--- src/rtl/pmu_pkg.sv ---
// Shared types and header layout for the power-management key loader.
package pmu_pkg;

  typedef enum logic [2:0] {
    IDLE,
    HDR,
    PAYLOAD,
    START,
    WAIT,
    DONE,
    ERROR
  } pmu_state_t;

  localparam int MAGIC_LSB = 0;
  localparam int N_LSB     = 16;
  localparam int N_W       = 4;
  localparam int PAR_BIT   = 31;

  localparam logic [15:0] DEFAULT_MAGIC = 16'hA5C3;

endpackage

--- src/rtl/pmu_serial_shifter.sv ---
// LSB-first serial shift register with a bit counter and a done flag.
// Once WIDTH bits have been collected further shifts are ignored until cleared.
module pmu_serial_shifter #(
  parameter int WIDTH = 32
) (
  input  logic             clk,
  input  logic             rst_n,
  input  logic             clear,
  input  logic             shift,
  input  logic             bit_in,
  output logic [WIDTH-1:0] data_next,
  output logic             last
);

  localparam int CW = $clog2(WIDTH + 1);

  logic [WIDTH-1:0] data;
  logic [WIDTH-1:0] data_base;
  logic [CW-1:0]    count;
  logic [CW-1:0]    count_base;
  logic             done;
  logic             done_base;

  // Clear together with shift restarts the register holding only this cycle's bit.
  always_comb begin
    data_base  = clear ? '0 : data;
    count_base = clear ? '0 : count;
    done_base  = clear ? 1'b0 : done;
    data_next  = (data_base >> 1) | {bit_in, {(WIDTH-1){1'b0}}};
    last       = shift && !done_base && (count_base == CW'(WIDTH - 1));
  end

  always_ff @(posedge clk or negedge rst_n) begin
    if (!rst_n) begin
      data  <= '0;
      count <= '0;
      done  <= 1'b0;
    end else if (shift && !done_base) begin
      data  <= data_next;
      count <= count_base + CW'(1);
      done  <= last;
    end else if (clear) begin
      data  <= '0;
      count <= '0;
      done  <= 1'b0;
    end
  end

endmodule

--- src/rtl/pmu_keyload_ctrl.sv ---
// Multi-block power-management key loader: serial header + N cipher blocks, AES handshake.
// Define PMU_HDR_PARITY_EN to require even parity over header[31:0].
module pmu_keyload_ctrl
  import pmu_pkg::*;
#(
  parameter int          HEADER_WIDTH   = 32,
  parameter int          AES_DATA_WIDTH = 128,
  parameter int          MAX_BLOCKS     = 2,
  parameter logic [15:0] MAGIC          = DEFAULT_MAGIC,
  parameter int          AES_TIMEOUT    = 64
) (
  input  logic                                 clk,
  input  logic                                 rst_n,
  input  logic                                 data_i,
  input  logic                                 en,
  output logic                                 tdo,
  output logic                                 aes_start,
  output logic [AES_DATA_WIDTH-1:0]            aes_din,
  input  logic                                 aes_done,
  input  logic [AES_DATA_WIDTH-1:0]            aes_dout,
  output logic [MAX_BLOCKS*AES_DATA_WIDTH-1:0] key_o,
  output logic                                 key_valid,
  output logic                                 pwr_up_en,
  output logic                                 err
);

  localparam int BW = (MAX_BLOCKS > 1) ? $clog2(MAX_BLOCKS) : 1;
  localparam int TW = $clog2(AES_TIMEOUT + 1);
  localparam logic [N_W-1:0] MAX_N   = N_W'(MAX_BLOCKS);
  localparam logic [TW-1:0]  TO_LAST = TW'(AES_TIMEOUT - 1);

  pmu_state_t state;
  logic          en_q;
  logic [N_W-1:0] n_reg;
  logic [BW-1:0]  blk;
  logic [TW-1:0]  tcount;

  logic new_frame;
  logic hdr_shift, hdr_clear, hdr_last;
  logic cip_shift, cip_clear, cip_last;
  logic [HEADER_WIDTH-1:0]   hdr_next;
  logic [AES_DATA_WIDTH-1:0] cip_next;
  logic [15:0]    hdr_magic;
  logic [N_W-1:0] hdr_n;
  logic par_ok, hdr_ok, last_blk, timed_out, go_error;
  logic hdr_unused;

  pmu_serial_shifter #(.WIDTH(HEADER_WIDTH)) u_hdr_shifter (
    .clk       (clk),
    .rst_n     (rst_n),
    .clear     (hdr_clear),
    .shift     (hdr_shift),
    .bit_in    (data_i),
    .data_next (hdr_next),
    .last      (hdr_last)
  );

  pmu_serial_shifter #(.WIDTH(AES_DATA_WIDTH)) u_cipher_shifter (
    .clk       (clk),
    .rst_n     (rst_n),
    .clear     (cip_clear),
    .shift     (cip_shift),
    .bit_in    (data_i),
    .data_next (cip_next),
    .last      (cip_last)
  );

  // A frame starts from IDLE on any en, but from DONE/ERROR only on an en rising edge.
  always_comb begin
    new_frame = en && ((state == IDLE) || (((state == DONE) || (state == ERROR)) && !en_q));
    hdr_shift = new_frame || ((state == HDR) && en);
    hdr_clear = new_frame || (state != HDR);
    cip_shift = (state == PAYLOAD) && en;
    cip_clear = (state != PAYLOAD);
    hdr_magic = hdr_next[MAGIC_LSB +: 16];
    hdr_n     = hdr_next[N_LSB +: N_W];
    hdr_unused = ^hdr_next;
`ifdef PMU_HDR_PARITY_EN
    par_ok = ~^hdr_next[PAR_BIT:MAGIC_LSB];
`else
    par_ok = 1'b1;
`endif
    hdr_ok    = (hdr_magic == MAGIC) && (hdr_n != '0) && (hdr_n <= MAX_N) && par_ok;
    last_blk  = ((N_W'(blk) + N_W'(1)) == n_reg);
    timed_out = (tcount >= TO_LAST);
    go_error  = ((state == HDR) && (!en || (hdr_last && !hdr_ok))) ||
                ((state == PAYLOAD) && !en) ||
                ((state == WAIT) && !aes_done && timed_out);
  end

  // The timeout counter starts in the aes_start cycle, so err rises AES_TIMEOUT cycles after it.
  always_ff @(posedge clk or negedge rst_n) begin
    if (!rst_n) begin
      state     <= IDLE;
      en_q      <= 1'b0;
      tdo       <= 1'b0;
      aes_start <= 1'b0;
      aes_din   <= '0;
      key_o     <= '0;
      key_valid <= 1'b0;
      pwr_up_en <= 1'b0;
      err       <= 1'b0;
      n_reg     <= '0;
      blk       <= '0;
      tcount    <= '0;
    end else begin
      en_q      <= en;
      tdo       <= data_i;
      aes_start <= 1'b0;
      if (new_frame) begin
        state     <= HDR;
        err       <= 1'b0;
        key_valid <= 1'b0;
        pwr_up_en <= 1'b0;
        key_o     <= '0;
      end else if (go_error) begin
        state     <= ERROR;
        err       <= 1'b1;
        key_valid <= 1'b0;
        pwr_up_en <= 1'b0;
        key_o     <= '0;
      end else begin
        unique case (state)
          HDR: begin
            if (hdr_last) begin
              state <= PAYLOAD;
              n_reg <= hdr_n;
              blk   <= '0;
            end
          end
          PAYLOAD: begin
            if (cip_last) begin
              state     <= START;
              aes_start <= 1'b1;
              aes_din   <= cip_next;
              tcount    <= '0;
            end
          end
          START: begin
            state  <= WAIT;
            tcount <= tcount + TW'(1);
          end
          WAIT: begin
            if (aes_done) begin
              for (int i = 0; i < MAX_BLOCKS; i++) begin
                if (blk == BW'(i)) begin
                  key_o[i*AES_DATA_WIDTH +: AES_DATA_WIDTH] <= aes_dout;
                end
              end
              if (last_blk) begin
                state     <= DONE;
                key_valid <= 1'b1;
                pwr_up_en <= 1'b1;
              end else begin
                state <= PAYLOAD;
                blk   <= blk + BW'(1);
              end
            end else begin
              tcount <= tcount + TW'(1);
            end
          end
          default: begin
          end
        endcase
      end
    end
  end

endmodule

--- config.mk ---
export PLATFORM = sky130hd
export DESIGN_NAME = pmu_keyload_ctrl
export DESIGN_NICKNAME = d
export VERILOG_FILES = /design/src/rtl/pmu_pkg.sv /design/src/rtl/pmu_serial_shifter.sv /design/src/rtl/pmu_keyload_ctrl.sv
export SDC_FILE = /design/constraint.sdc
export NUM_CORES = 1
export LEC_CHECK = 0
export ABC_AREA = 1
export BUFFER_PORTS_ARGS = -buffer_cell sky130_fd_sc_hd__clkbuf_2
export CAP_MARGIN = 30
export CORE_ASPECT_RATIO = 1.75
export CORE_UTILIZATION = 49
export CTS_BUF_LIST = sky130_fd_sc_hd__clkbuf_16
export DETAILED_ROUTE_END_ITERATION = 12
export GPL_TIMING_DRIVEN = 0
export PLACE_DENSITY = 0.76
export SLEW_MARGIN = 5
export SYNTH_ARGS = -nofsm -noshare
export SYNTH_HDL_FRONTEND = slang
export SYNTH_SLANG_ARGS = --single-unit
--- constraint.sdc ---
create_clock -name clk -period 2.43 [get_ports clk]
set_clock_uncertainty 0.15 [all_clocks]
set_input_delay 0.3645 -clock clk [delete_from_list [all_inputs] [get_ports clk]]
set_output_delay 0.3645 -clock clk [all_outputs]
set_load 0.01 [all_outputs]
==> flow_summary.yaml, run 1 <==
status:
  outcome: "complete, but fails checks"
  violations: "design-rule violations, negative hold slack, negative setup slack"
die:
  die_y_um: 292
  fp.dieW_um: 168
  rows: 105
  die_area_um2: 48900
  coreArea_um2: 47200
  start_util: 0.499
  ios: 522
cts:
  h-tree-depth: 2
  cts_tree: "yes"
  clk_pin_slew_worst_paths_ps: 70
  clock-sinks: 578
  cts_hold_buf: 126
  clockBufferDepth: 3
  clkLatencyLatePin_ps: 610
  numCtsBuffers: 52
  cts-root-buf: "clkbuf_16"
sta:
  setup_ws_ps: -247
  setup_violations: 267
  hold_ws_ps: -382
  final_hold_viol_count: 86
  max_freq_ghz: 0.374
  setup_tns_ps: -29900
  min_period_ps: 2680
  rsz0062_at_grt: "true"
  max_slew_margin: 0.522
  timing.final.crit_share: 1.10
  maxSlewViolCount: 0
  worst_pin_slew_ps: 717
critical_path:
  critical_path.slowest_cell: "dfrtp_2"
  cp.arrival_ps: 3010
  worstSetupEndpointType: "flop"
  path_cells: "buf_4, nor2_4, inv_1, nand2_2, nand2_4, nand2_4, nand4_4, nor2_4, nand3_2, nand3_4, buf_6, buf_12, buf_12, clkbuf_16, nor2_2, nand2_1, nand2_1"
  cpPeakStageDelay_ps: 450
  path_buf_inv: 6
  start_kind: "flop"
  cp_max_fo: 7
  worst-setup-path-type: "flop to flop"
  rrSetupSlack_ps: -250
  worstPathRequired_ps: 2760
  path_delay_family: "simple AND/OR/NAND/NOR gates"
yosys:
  synth-edff-count: 0
  synth_nets: 2930
  synthCells: 2794
  synthesis.area_um2: 23500
  yosys_warnings: 0
  ys.flop_type: "dfrtp_1"
  yosysSeqAreaShare: 0.615
  ys_ff_latch: 578
  synth_cell_types: 29
  syn-mean-instance-area_um2: 8.42
  synthArstFlopShare: 1.00
route:
  ant_nets: 0
  drt_first_pass_iters: 10
  wire_per_inst_um: 19.8
  routed-via-count: 22453
  dr.max_layer_used: "met4"
  wl_met2_um: 41000
  drcViolationCount: 1
  wirelength_um: 83100
  drt_iter0_drc: 1836
  vias_per_cell: 5.35
  met1_length_um: 28000
  wl_met3_um: 7560
run:
  maxCapViolations: 0
placed_design:
  gp_congestion: 0.893
  port-buffer-count: 521
  dp_cells: 3908
  place_hpwl_um: 54200
layout:
  n_fill_cell: 3505
  largest_register_ffs: 256
  top_regs: "key_o (256), aes_din (128), u_cipher_shifter.data (127)"
  fin_nets: 3708
  num_antenna_cells: 0
  top_register: "key_o"
  ff_latch_area_um2: 14500
  syn_to_final_growth_pct: 36.8
  final_cell_count_no_fill: 4200
  multiInputGateArea_um2: 8230
  layout-drive-gt1-share: 0.268
grt:
  antenna_found_initial: 1
  grt_pass1_vias: 21939
  overflow: 0
  grt_use_total: 0.320
  grt_first_pass_wirelength_um: 121000
  grt_max_degree: 105
power:
  power.leakage_nw: 18.0
  irDropWorstVdd_uv: 662
  power_density_nw_per_um2: 936
min_path:
  hp-class: "primary input to asynchronous set/reset pin"
==> report_power, final <==
part	switching, W	internal, W	total [W]
registers	0.000617	0.0104	0.0110
clock network	0.00385	0.00415	0.00799
logic	0.00663	0.00446	0.0111
total	0.0111	0.0190	0.0301
==> cell usage after synthesis (3+ instances only) <==
cell type | instances | area [µm²]
inv_2 | 4 | 15.0
nor2_1 | 179 | 672
nand3_1 | 48 | 240
o21ai_0 | 294 | 1470
xor2_1 | 7 | 61.3
nand2_1 | 1241 | 4660
buf_4 | 23 | 173
nor2_2 | 3 | 18.8
nand4_1 | 11 | 68.8
a21oi_1 | 9 | 45.0
clkbuf_1 | 93 | 349
ha_1 | 3 | 37.5
dfrtp_1 | 578 | 14500
inv_1 | 237 | 890
buf_2 | 26 | 130
buf_1 | 15 | 56.3
a31oi_1 | 5 | 31.3
nand2_2 | 3 | 18.8
==> worst reg2reg max path, delay by kind of cell (launching register included) <==
| family | cells | cell delay (ps) |
|---|---|---|
| AND/OR/NAND/NOR | 11 | 1090 |
| buffers and inverters | 6 | 870 |
| flip-flops | 1 | 450 |
==> layout by cell type (no fill, tap or decap), types with 10 or more instances in the layout <==
cell	count
o21ai_1	49
clkinv_1	15
nand2_2	68
clkbuf_2	556
nor2_2	35
clkbuf_16	60
inv_1	245
nand2_4	20
buf_2	12
buf_6	31
buf_8	28
dlygate4sd3_1	126
dfrtp_1	576
nand4_1	11
nor2_1	109
clkbuf_1	37
o21ai_0	243
buf_16	14
buf_4	48
nor2_4	38
buf_12	10
nand2_1	1156
nand3_1	42
==> path summary, 6_finish.rpt <==
check,from,endpoint,cells after the start
min in group clk,aes_dout[31],key_o[31],5
hold / removal,rst_n,aes_din[12],1
max in group asynchronous,rst_n,key_o[238],4
setup / recovery,state[0],key_o[152],17
hold reg to reg,key_o[213],key_o[213],2
setup reg to reg,state[0],key_o[152],17
==> cell type report <==
type,instances,area share
timing repair buffer,731,0.156
multi-input combinational,1818,0.256
buffer,150,0.0378
clock inverter,42,0.00933
sequential,578,0.450
clock buffer,52,0.0404
inverter,241,0.0282
tap,588,0.0229
==> through the flow <==
stage	instance area, µm²	total power [W]	utilization	hold slack, ps	worst slack, ps
finish	32200	0.0301	0.682	-382	-247
global route	32200	0.0312	0.682	-326	-331
detailed placement	27000	0.0180	0.573	290	-803
floorplan	23500	0.0149	-	-81.1	53.2
CTS	31000	0.0278	0.657	-358	-69.9
global placement	26900	0.0179	0.570	299	-12660
==> per-layer routing <==
| metal | vias up | global-route usage |
|---|---|---|
| met5 | - | 0 |
| met2 | 1183 | 0.549 |
| met4 | 0 | 0.214 |
| met1 | 10809 | 0.339 |
| met3 | 364 | 0.0943 |
| li1 | 10097 | - |
==> timing repair <==
item,in CTS,in global routing
endpoints found under the setup margin,530,499
buffers inserted,31,30
cloned,9,9
pin swaps,3,75
resized for setup,225,316
endpoints found under the hold margin,338,86
==> cell families after synthesis <==
family          Yosys count  synth area share
simple gates           1495             0.245
compound gates          311            0.0668
buf+inv                 398            0.0686
xor+xnor                  9           0.00335
fa+ha+maj                 3           0.00160
flops                   578             0.615
No activity file was read; power rests on OpenSTA's default activity.
==> inputs of run 2 (changes only) <==
--- a/config.mk
+++ b/config.mk
@@ -10,7 +10,7 @@
 export CAP_MARGIN = 30
 export CORE_ASPECT_RATIO = 1.75
 export CORE_UTILIZATION = 49
-export CTS_BUF_LIST = sky130_fd_sc_hd__clkbuf_16
+export CTS_BUF_LIST = sky130_fd_sc_hd__clkbuf_8 sky130_fd_sc_hd__clkbuf_16
 export DETAILED_ROUTE_END_ITERATION = 12
 export GPL_TIMING_DRIVEN = 0
 export PLACE_DENSITY = 0.76
==> run 2 against run 1 <==
  * The flow finishes with violations (negative hold slack, negative setup slack)
  * Critical path depth shrank 3
  * Die area is the same
  * Critical endpoint is now key_o[142]
  * Power shrank 5.6%
  * Flip-flop and latch count is the same
  * Cell count shrank 0.55%
  * Core utilization shrank 1.6 points
  * Critical path type unchanged
==> flow_summary.yaml, run 2 (same netlist as run 1, synthesis figures left out) <==
layout:
  final_common_cell: "nand2_1"
  fin_nets: 3684
  fin_area_um2: 31400
  layout-drive-gt1-share: 0.242
  layout_common_cells: "nand2_1 (1,204), dfrtp_1 (575), clkbuf_2 (559)"
  largest_register_ffs: 256
  syn_to_final_growth_pct: 33.5
  top_regs: "key_o (256), aes_din (128), u_cipher_shifter.data (127)"
  top_register: "key_o"
cts:
  h-tree-depth: 2
  cts_tree: "yes"
  cts_hold_buf: 126
  clk_pin_slew_worst_paths_ps: 70
  clock-sinks: 578
  cts-root-buf: "clkbuf_16"
  clockBufferDepth: 3
  clkLatencyLatePin_ps: 610
  numCtsBuffers: 52
route:
  drcViolationCount: 0
  wire_per_inst_um: 19.1
  drt_iter0_drc: 1498
  routed-via-count: 21955
  drt_first_pass_iters: 8
  ant_nets: 0
  vias_per_cell: 5.26
  wirelength_um: 79800
sta:
  worst_pin_slew_ps: 719
  hold_ws_ps: -388
  final_hold_viol_count: 86
  maxSlewViolCount: 0
  min_period_ps: 2560
  max_freq_ghz: 0.391
  rsz0062_at_grt: "true"
  setup_violations: 255
  max_slew_margin: 0.521
  timing.final.crit_share: 1.05
  setup_ws_ps: -127
die:
  ios: 522
  die_area_um2: 48900
  die_y_um: 292
  fp.dieW_um: 168
  start_util: 0.499
  rows: 105
  coreArea_um2: 47200
min_path:
  hp-class: "primary input to asynchronous set/reset pin"
grt:
  grt_use_total: 0.315
  overflow: 0
  grt_max_degree: 105
  antenna_found_initial: 1
  grt_pass1_vias: 21577
  grt_first_pass_wirelength_um: 119000
placed_design:
  placed_area_um2: 27000
  port-buffer-count: 521
  gp_congestion: 0.893
  place_hpwl_um: 54200
critical_path:
  worstPathRequired_ps: 2760
  worstSetupEndpointType: "flop"
  cp_max_fo: 10
  cp.arrival_ps: 2890
  worstReg2RegStart: "state[0]"
  rrSetupSlack_ps: -130
  worst-setup-path-type: "flop to flop"
  regToRegEndpoint: "key_o[142]"
  r2r_cells: 14
  start_kind: "flop"
power:
  power_density_nw_per_um2: 905
  irDropWorstVdd_uv: 596
  power.leakage_nw: 17.7
run:
  maxCapViolations: 0
status:
  outcome: "complete, but fails checks"
  violations: "negative hold slack, negative setup slack"
==> run 2: cell count changes in the layout (fill, tap and decap cells not counted), moves of 13 or more <==
cell / previous run / this run
o21ai_0: 243 / 262
nor2_1: 109 / 157
clkinv_1: 15 / 0
nor2_2: 35 / 14
clkbuf_8: 2 / 16
nand2_1: 1156 / 1204
nor2_4: 38 / 11
nand2_4: 20 / 7
o21ai_1: 49 / 27
nand2_2: 68 / 32
==> run 2: per-layer routing <==
| layer | share of wire | GRT usage |
|---|---|---|
| met1 | 0.35 | 0.336 |
| met4 | 0.063 | 0.195 |
| met5 | 0 | 0 |
| met2 | 0.51 | 0.546 |
| met3 | 0.082 | 0.0915 |
==> run 2: what timing repair did <==
action | 4_1_cts | 5_1_grt
endpoints found under the hold margin | 337 | 86
endpoints found under the setup margin | 530 | 462
resized for setup | 182 | 170
setup buffers | 20 | 22
pin swaps | 7 | 20
gates cloned | 2 | 8
==> run 2: cell type report <==
type,instances,area [µm²]
fillers,3702,15700
repair buffers,704,4570
diodes,1,2.50
multi-input cells,1818,7840
plain buffers,153,1140
clock buffers,67,1510
clock inverters,27,244
flip-flops and latches,578,14500
inverters,241,910
well taps,588,736
==> run 2: critical path, cell delays in order (launching register included) <==
cell     delay [ps]
dfrtp_2         470
nor2_2          210
inv_1            70
nand2_1         130
nand2_2         160
nand2_8         130
nand4_4         100
nor2_2          110
nand3_2         120
nand3_4         170
buf_12          190
buf_8           150
nor2_1           80
nand2_1         120
nand2_1          70
==> run 2: where the power goes <==
group / total [W] / internal [W] / switching [W]
Combinational: 0.00902 / 0.00320 / 0.00582
Sequential: 0.0110 / 0.0104 / 0.000539
Clock: 0.00847 / 0.00462 / 0.00385
==> run 2: worst max-delay path by stage <==
stage / from / endpoint / slack (ps) / cells after the start
final: state[0] / key_o[142] / -130 / 14
after CTS: state[0] / tcount[3] / 0.4 / 15
after global routing: state[0] / key_o[144] / -240 / 14
after detailed placement: state[2] / key_o[77] / -800 / 16
after floorplan: state[0] / aes_din[121] / 50 / 15
after global placement: rst_n / key_o[95] / -12660 / 1
==> run 2: metrics by stage <==
stage / util / TNS [ps] / total power (W) / setup WS (ps) / cells
final: 0.666 / -16740 / 0.0284 / -127 / 4177
after global routing: 0.666 / -52070 / 0.0296 / -237 / 4177
after CTS: 0.651 / 0 / 0.0274 / 0.417 / 4147
after detailed placement: 0.573 / -279750 / 0.0180 / -803 / 3908
after global placement: 0.570 / -7492910 / 0.0179 / -12660 / 3903
after floorplan: - / 0 / 0.0149 / 53.2 / 2794
